### config.mk
export PLATFORM = sky130hd
export DESIGN_NAME = seg7_nios2_qsys_oci_dct_packer_flat
export DESIGN_NICKNAME = d
export VERILOG_FILES = /design/src/rtl/seg7_nios2_qsys_oci_dct_packer_pkg.sv /design/src/rtl/seg7_nios2_qsys_oci_dct_packer_if.sv /design/src/rtl/seg7_nios2_qsys_oci_dct_packer_frame_reg.sv /design/src/rtl/seg7_nios2_qsys_oci_dct_packer.sv /design/src/flat_wrapper.sv
export SDC_FILE = /design/constraint.sdc
export NUM_CORES = 1
export LEC_CHECK = 0
export ABC_CLOCK_PERIOD_IN_PS = 2700
export CORE_ASPECT_RATIO = 0.8
export CORE_MARGIN = 1.5
export CORE_UTILIZATION = 36
export DETAILED_ROUTE_END_ITERATION = 8
export SLEW_MARGIN = 10
export SYNTH_ARGS = -nofsm -noshare
export SYNTH_HDL_FRONTEND = slang
export SYNTH_SLANG_ARGS = --single-unit
### constraint.sdc
create_clock -name clk -period 2.7 [get_ports clk]
set_input_delay 0.675 -clock clk [delete_from_list [all_inputs] [get_ports clk]]
set_output_delay 0.675 -clock clk [all_outputs]
set_load 0.005 [all_outputs]
### src/rtl/seg7_nios2_qsys_oci_dct_packer_pkg.sv
// Shared constants, state encoding and slot helper for the OCI DCT packer.
package seg7_nios2_qsys_oci_dct_pkg;

  localparam int unsigned DCT_SLOTS = 15;
  localparam int unsigned CODE_W    = 2;
  localparam int unsigned DCT_W     = DCT_SLOTS * CODE_W;
  localparam int unsigned CNT_W     = 4;

  typedef enum logic [1:0] {
    RUN,
    ENDING,
    ENDED
  } dct_state_t;

  localparam logic [CODE_W-1:0] DCT_CODE_NONE = 2'b00;

  // Writes a code into slot 'cnt'; a count past the last slot leaves the frame untouched.
  function automatic logic [DCT_W-1:0] slot_insert(input logic [DCT_W-1:0]  acc,
                                                   input logic [CNT_W-1:0]  cnt,
                                                   input logic [CODE_W-1:0] code);
    logic [DCT_W-1:0] r;
    r = acc;
    for (int unsigned k = 0; k < DCT_SLOTS; k++) begin
      if (cnt == CNT_W'(k)) r[k*CODE_W +: CODE_W] = code;
    end
    return r;
  endfunction

endpackage

### src/rtl/seg7_nios2_qsys_oci_dct_packer_if.sv
// Code-in / frame-out handshake bundle of the OCI DCT packer.
interface seg7_nios2_qsys_oci_dct_packer_if;
  import seg7_nios2_qsys_oci_dct_pkg::*;

  logic                code_valid;
  logic [CODE_W-1:0]   code;
  logic                code_ready;
  logic                flush;
  logic                test_end_req;
  logic                frame_valid;
  logic                frame_ready;
  logic [DCT_W-1:0]    dct_buffer;
  logic [CNT_W-1:0]    dct_count;
  logic                test_ending;
  logic                test_has_ended;

  modport master (
    output code_valid, code, flush, test_end_req, frame_ready,
    input  code_ready, frame_valid, dct_buffer, dct_count, test_ending, test_has_ended
  );

  modport slave (
    input  code_valid, code, flush, test_end_req, frame_ready,
    output code_ready, frame_valid, dct_buffer, dct_count, test_ending, test_has_ended
  );
endinterface

### src/rtl/seg7_nios2_qsys_oci_dct_packer_frame_reg.sv
// Output frame holding register: loads a packed frame, holds it until taken.
module seg7_nios2_qsys_oci_dct_frame_reg
  import seg7_nios2_qsys_oci_dct_pkg::*;
(
  input  logic             clk,
  input  logic             reset,
  input  logic             i_load,
  input  logic [DCT_W-1:0] i_load_buf,
  input  logic [CNT_W-1:0] i_load_cnt,
  input  logic             i_frame_ready,
  output logic             o_frame_valid,
  output logic [DCT_W-1:0] o_dct_buffer,
  output logic [CNT_W-1:0] o_dct_count
);

  logic             r_valid;
  logic [DCT_W-1:0] r_buf;
  logic [CNT_W-1:0] r_cnt;

  always_ff @(posedge clk or posedge reset) begin
    if (reset) begin
      r_valid <= 1'b0;
      r_buf   <= '0;
      r_cnt   <= '0;
    end else if (i_load) begin
      r_valid <= 1'b1;
      r_buf   <= i_load_buf;
      r_cnt   <= i_load_cnt;
    end else if (i_frame_ready) begin
      r_valid <= 1'b0;
    end
  end

  assign o_frame_valid = r_valid;
  assign o_dct_buffer  = r_buf;
  assign o_dct_count   = r_cnt;

endmodule

### src/rtl/seg7_nios2_qsys_oci_dct_packer.sv
// Packs 2-bit DCT trace codes into 30-bit frames with drain/finish control.
// Optional SEG7_OCI_DCT_STALL_CNT_EN adds a saturating stall_cnt output.
module seg7_nios2_qsys_oci_dct_packer
  import seg7_nios2_qsys_oci_dct_pkg::*;
(
  input  logic clk,
  input  logic reset,
  seg7_nios2_qsys_oci_dct_packer_if.slave bus
`ifdef SEG7_OCI_DCT_STALL_CNT_EN
  ,
  output logic [7:0] stall_cnt
`endif
);

  dct_state_t       r_state;
  logic [DCT_W-1:0] r_acc;
  logic [CNT_W-1:0] r_acc_cnt;
  logic             r_flush_pend;
  logic             r_test_ending;
  logic             r_test_has_ended;

  logic             w_code_ready;
  logic             w_accept;
  logic             w_store;
  logic             w_flush_eff;
  logic [DCT_W-1:0] w_acc_next;
  logic [CNT_W-1:0] w_acc_cnt_next;
  logic             w_xfer;
  logic             w_out_free;
  logic             w_load;
  logic             w_frame_valid;
  logic [DCT_W-1:0] w_dct_buffer;
  logic [CNT_W-1:0] w_dct_count;

  assign w_code_ready = (r_state == RUN) && (r_acc_cnt != CNT_W'(DCT_SLOTS));

  always_comb begin
    w_accept       = bus.code_valid & w_code_ready;
    w_store        = w_accept && (bus.code != DCT_CODE_NONE);
    w_acc_next     = w_store ? slot_insert(r_acc, r_acc_cnt, bus.code) : r_acc;
    w_acc_cnt_next = r_acc_cnt + CNT_W'(w_store);
    w_flush_eff    = bus.flush | r_flush_pend;
    w_xfer         = (w_acc_cnt_next == CNT_W'(DCT_SLOTS)) ||
                     ((w_flush_eff || (r_state == ENDING)) && (w_acc_cnt_next != '0));
    w_out_free     = !w_frame_valid || bus.frame_ready;
    w_load         = w_xfer & w_out_free;
  end

  // A stalled transfer keeps the grown accumulator; flush intent survives until it loads.
  always_ff @(posedge clk or posedge reset) begin
    if (reset) begin
      r_acc        <= '0;
      r_acc_cnt    <= '0;
      r_flush_pend <= 1'b0;
    end else if (w_load) begin
      r_acc        <= '0;
      r_acc_cnt    <= '0;
      r_flush_pend <= 1'b0;
    end else begin
      r_acc        <= w_acc_next;
      r_acc_cnt    <= w_acc_cnt_next;
      r_flush_pend <= w_flush_eff & w_xfer;
    end
  end

  always_ff @(posedge clk or posedge reset) begin
    if (reset) begin
      r_state          <= RUN;
      r_test_ending    <= 1'b0;
      r_test_has_ended <= 1'b0;
    end else begin
      case (r_state)
        RUN: begin
          if (bus.test_end_req) begin
            r_state       <= ENDING;
            r_test_ending <= 1'b1;
          end
        end
        ENDING: begin
          if ((r_acc_cnt == '0) && (!w_frame_valid || bus.frame_ready)) begin
            r_state          <= ENDED;
            r_test_ending    <= 1'b0;
            r_test_has_ended <= 1'b1;
          end
        end
        default: begin
          r_state <= ENDED;
        end
      endcase
    end
  end

  seg7_nios2_qsys_oci_dct_frame_reg u_frame_reg (
    .clk           (clk),
    .reset         (reset),
    .i_load        (w_load),
    .i_load_buf    (w_acc_next),
    .i_load_cnt    (w_acc_cnt_next),
    .i_frame_ready (bus.frame_ready),
    .o_frame_valid (w_frame_valid),
    .o_dct_buffer  (w_dct_buffer),
    .o_dct_count   (w_dct_count)
  );

  assign bus.code_ready     = w_code_ready;
  assign bus.frame_valid    = w_frame_valid;
  assign bus.dct_buffer     = w_dct_buffer;
  assign bus.dct_count      = w_dct_count;
  assign bus.test_ending    = r_test_ending;
  assign bus.test_has_ended = r_test_has_ended;

`ifdef SEG7_OCI_DCT_STALL_CNT_EN
  logic [7:0] r_stall_cnt;

  always_ff @(posedge clk or posedge reset) begin
    if (reset) begin
      r_stall_cnt <= '0;
    end else if ((r_state == RUN) && bus.code_valid && !w_code_ready &&
                 (r_stall_cnt != '1)) begin
      r_stall_cnt <= r_stall_cnt + 8'd1;
    end
  end

  assign stall_cnt = r_stall_cnt;
`endif

endmodule
### src/flat_wrapper.sv
// flat-port wrapper written by rule: the top's interface ports become plain ports
module seg7_nios2_qsys_oci_dct_packer_flat import seg7_nios2_qsys_oci_dct_pkg::*;
  (clk, reset, bus_code_valid, bus_code, bus_flush, bus_test_end_req, bus_frame_ready, bus_code_ready, bus_frame_valid, bus_dct_buffer, bus_dct_count, bus_test_ending, bus_test_has_ended);
  seg7_nios2_qsys_oci_dct_packer_if bus_i ();
  input  logic clk;
  input  logic reset;
  input wire logic [$bits(bus_i.code_valid)-1:0] bus_code_valid;
  input wire logic [$bits(bus_i.code)-1:0] bus_code;
  input wire logic [$bits(bus_i.flush)-1:0] bus_flush;
  input wire logic [$bits(bus_i.test_end_req)-1:0] bus_test_end_req;
  input wire logic [$bits(bus_i.frame_ready)-1:0] bus_frame_ready;
  output wire logic [$bits(bus_i.code_ready)-1:0] bus_code_ready;
  output wire logic [$bits(bus_i.frame_valid)-1:0] bus_frame_valid;
  output wire logic [$bits(bus_i.dct_buffer)-1:0] bus_dct_buffer;
  output wire logic [$bits(bus_i.dct_count)-1:0] bus_dct_count;
  output wire logic [$bits(bus_i.test_ending)-1:0] bus_test_ending;
  output wire logic [$bits(bus_i.test_has_ended)-1:0] bus_test_has_ended;
  assign bus_i.code_valid = bus_code_valid;
  assign bus_i.code = bus_code;
  assign bus_i.flush = bus_flush;
  assign bus_i.test_end_req = bus_test_end_req;
  assign bus_i.frame_ready = bus_frame_ready;
  assign bus_code_ready = bus_i.code_ready;
  assign bus_frame_valid = bus_i.frame_valid;
  assign bus_dct_buffer = bus_i.dct_buffer;
  assign bus_dct_count = bus_i.dct_count;
  assign bus_test_ending = bus_i.test_ending;
  assign bus_test_has_ended = bus_i.test_has_ended;
  seg7_nios2_qsys_oci_dct_packer u_core (.clk(clk), .reset(reset), .bus(bus_i));
endmodule
==> run metrics <==
Routed WL 6.903 mm; Crit path max-delay family simple AND/OR/NAND/NOR gates; #FFs+latches synth 74; chip width 109.1 um; critical path, cell by cell dlygate4sd2_1, o21ai_4, nor3_2, ha_2, ha_4, xor2_2, or3_4, o221ai_4, nor2_4, buf_12, mux2_4; GP Congestion 0.7636; fin crit share 95.27%; Synthesis Warnings 0; Static Leak 2.039 nW; largest family of logic cells by synthesized area compound AO/OA/AOI/OAI gates; Crit path required time 2.93 ns; share of layout cells above drive strength 1 18.73%; synthesized netlist cell count 280; destination of the worst hold path u_core.bus.test_has_ended; Design Area, Final 4205 um2; Die Span Y 87.85 um; area grow syn2layout 29.82%; top_reg_cell synth dfrtp_1; Arrival @ worst endpoint 2.80 ns; R2R cell count 10; WP buf/inv 2; hpwl dp 4.596 mm; normalized max-slew margin 51.23%; Area contributors post-synth dfrtp_1 (57%), mux2i_1 (8.7%), o31ai_1 (6.5%); CP startpoint kind input port; largest net degree at the start of global routing 59; fillers 814; largest area contributor in the netlist dfrtp_1; vias in the first global route 2360; unrepaired setup endpoints after global routing true; H-Tree Level Count 3; MaxCap Viol Count 0; DRT Pass-1 Iters 4; Die Footprint 9580 um2; Worst Path Max Fanout 7; post-synthesis mux area share 12.01%; pre-CTS WS -0.4885 ns; Wirelength per Cell 15.04 um; Tmin final 2.572 ns; Hold Path Class reg2reg; compound-cell area share of the yosys netlist 13.52%; nets 353; Synth top area share 57.16%; antenna cells 0; DRC viols 0; first-pass GRT wire length 11.82 mm; Worst R2R End u_core.u_frame_reg.o_dct_count[1]; Row Count 30; pwr/cell area 478.7 nW/um2; Layout Skew 0.008934 ns; Hold Buf Count CTS 0; hold path startpoint u_core.bus.test_has_ended; Seq/Total Area, Yosys 57.16%; syn_area_per_cell 11.57 um2; Placeable Area 8596 um2; kind of critical path in2reg; initial antenna violation count 0; vias 2310; number of cells on the worst hold path 1; Post-Synth XOR/XNOR Area 1.004%; worst setup margin 0.1276 ns; Distinct cells, synth 39; worst-skew pair later-pin latency 0.35 ns; number of CTS-inserted buffers 9; worst vdd ir 0.2489 mV; R2R Setup Slk 0.17 ns; Slew Limit Fails 0; Post-synth ARST share 100.0%; R2R Path Start u_core.r_state[1]; I/O pin cnt 46; clk slew on worst S/H paths 0.07 ns; Port Buffers 45; DR vias/cell 5.033; adder-cell area share of the yosys netlist 0.7725%; instance count on the critical path 11; number of flops mapped to enable cells by yosys 0; Synth Area in Simple Gates 11.09%; Max stage delay cell, worst path or3_4; CTS tree built; outcome completed; gr ovfl total 0; clock root cell clkbuf_8; critical path's largest stage delay 0.38 ns; Iteration-0 DRC Markers 112; area post-placement 3988 um2; Starting Density 37.69%; Final ANT Viol Nets 0; final hold viol count 0; setup violators final 0; worst slew pin tran 0.7239 ns; fmax 0.3887 GHz; Critical Path Sink Type flop; Post-Syn Nets 290; Clock Path Buffers 2; Synth Cell Area 3239 um2; CTS Sinks 74; Overall Global Routing Usage 16.23%
## sequential cells by signal, summed over array words and instances (netlist names)
signal                            count
u_core.bus.test_ending                1
u_core.bus.test_has_ended             1
u_core.u_frame_reg.o_dct_buffer      30
u_core.u_frame_reg.o_dct_count        4
u_core.u_frame_reg.o_frame_valid      1
u_core.r_acc_cnt                      4
u_core.r_flush_pend                   1
u_core.r_acc                         30
u_core.r_state                        2
## how the worst max path moves through the flow
stage / endpoint / slack (ns) / start
6_report: u_core.u_frame_reg.o_dct_count[1] / 0.13 / bus_code[1]
5_1_grt: u_core.u_frame_reg.o_dct_buffer[11] / -0.01 / u_core.r_state[1]
4_1_cts: bus_code_ready / 0.13 / u_core.r_state[1]
3_5_place_dp: u_core.u_frame_reg.o_dct_buffer[22] / -0.49 / bus_code[0]
3_3_place_gp: u_core.u_frame_reg.o_dct_count[0] / -0.44 / bus_code[0]
2_1_floorplan: u_core.u_frame_reg.o_dct_buffer[26] / -0.008 / bus_code[0]
## layout by cell type (no fill, tap or decap), drive strengths merged, types with 2 or more instances in the layout
cell type,n
dfrtp,74
clkdlybuf4s50,42
nor2,36
o21ai,32
mux2i,28
o31ai,28
buf,28
nand2,14
clkbuf,10
mux2,8
nor2b,6
inv,5
clkinv,4
dlygate4sd2,3
nand3,3
nor4,3
o21bai,2
and3,2
nor3,2
ha,2
## report_power, final
part           internal (mW)  switching [mW]  leakage (nW)
combinational         0.0539          0.0913         0.924
sequential              1.11         0.00350          1.03
clock                  0.350           0.400        0.0879
## cell type report
cell class,count,area (um2),share of cell area (%)
clock buffers,10,137.6,3.273
clock inverters,5,31.28,0.7438
inverters,5,18.77,0.4463
multi-input cells,180,1320,31.39
flip-flops and latches,74,1852,44.03
well taps,112,140.1,3.332
repair buffers,73,705.7,16.78
## stage by stage
| step | utilization (%) | hold slack [ns] | power (mW) | cells | setup TNS [ns] |
|---|---|---|---|---|---|
| floorplan | - | 0.4678 | 1.219 | 280 | -0.03920 |
| global placement | 46.39 | 0.4651 | 1.284 | 442 | -27.62 |
| detailed placement | 46.39 | 0.4726 | 1.284 | 442 | -29.20 |
| CTS | 48.92 | 0.4934 | 2.042 | 459 | 0 |
| global route | 48.92 | 0.5085 | 2.104 | 459 | -0.02650 |
| finish | 48.92 | 0.4963 | 2.013 | 459 | 0 |
## kinds of logic (layout without fill, tap and decap cells)
family / Yosys count / after routing
adders and majority gates: 2 / 2
AOI/OAI and AO/OA: 67 / 67
and+or+nand+nor: 73 / 73
muxes: 36 / 36
xor gates and xnor gates: 2 / 2
buffers and inverters: 26 / 93
DFF: 74 / 74
## cells in the mapped netlist (2+ instances only)
| cell | number |
|---|---|
| inv_1 | 5 |
| nand3_1 | 3 |
| o31ai_1 | 28 |
| o21bai_1 | 2 |
| dfrtp_1 | 74 |
| o21ai_0 | 31 |
| ha_1 | 2 |
| mux2_1 | 2 |
| nor2_1 | 36 |
| nor3_1 | 2 |
| buf_6 | 3 |
| clkbuf_1 | 7 |
| nor2b_1 | 6 |
| buf_4 | 4 |
| mux2_4 | 5 |
| buf_2 | 7 |
| mux2i_1 | 28 |
| nand2_1 | 14 |
## routing by layer
layer  part of all wire, %  GRT usage [%]  vias to the layer above
met4                  0.74          4.306                        0
li1                      -              -                     1111
met1                    51          22.45                     1144
met3                   5.6          5.432                        6
met5                     0              0                        -
met2                    43          24.49                       49
## timing repair
item,4_1_cts,5_1_grt
endpoints found under the setup margin,57,6
gates cloned,0,0
gates resized for setup,10,0
setup buffers,2,0
pin swaps,4,0
Note: power is estimated with default switching activity, not from simulation.
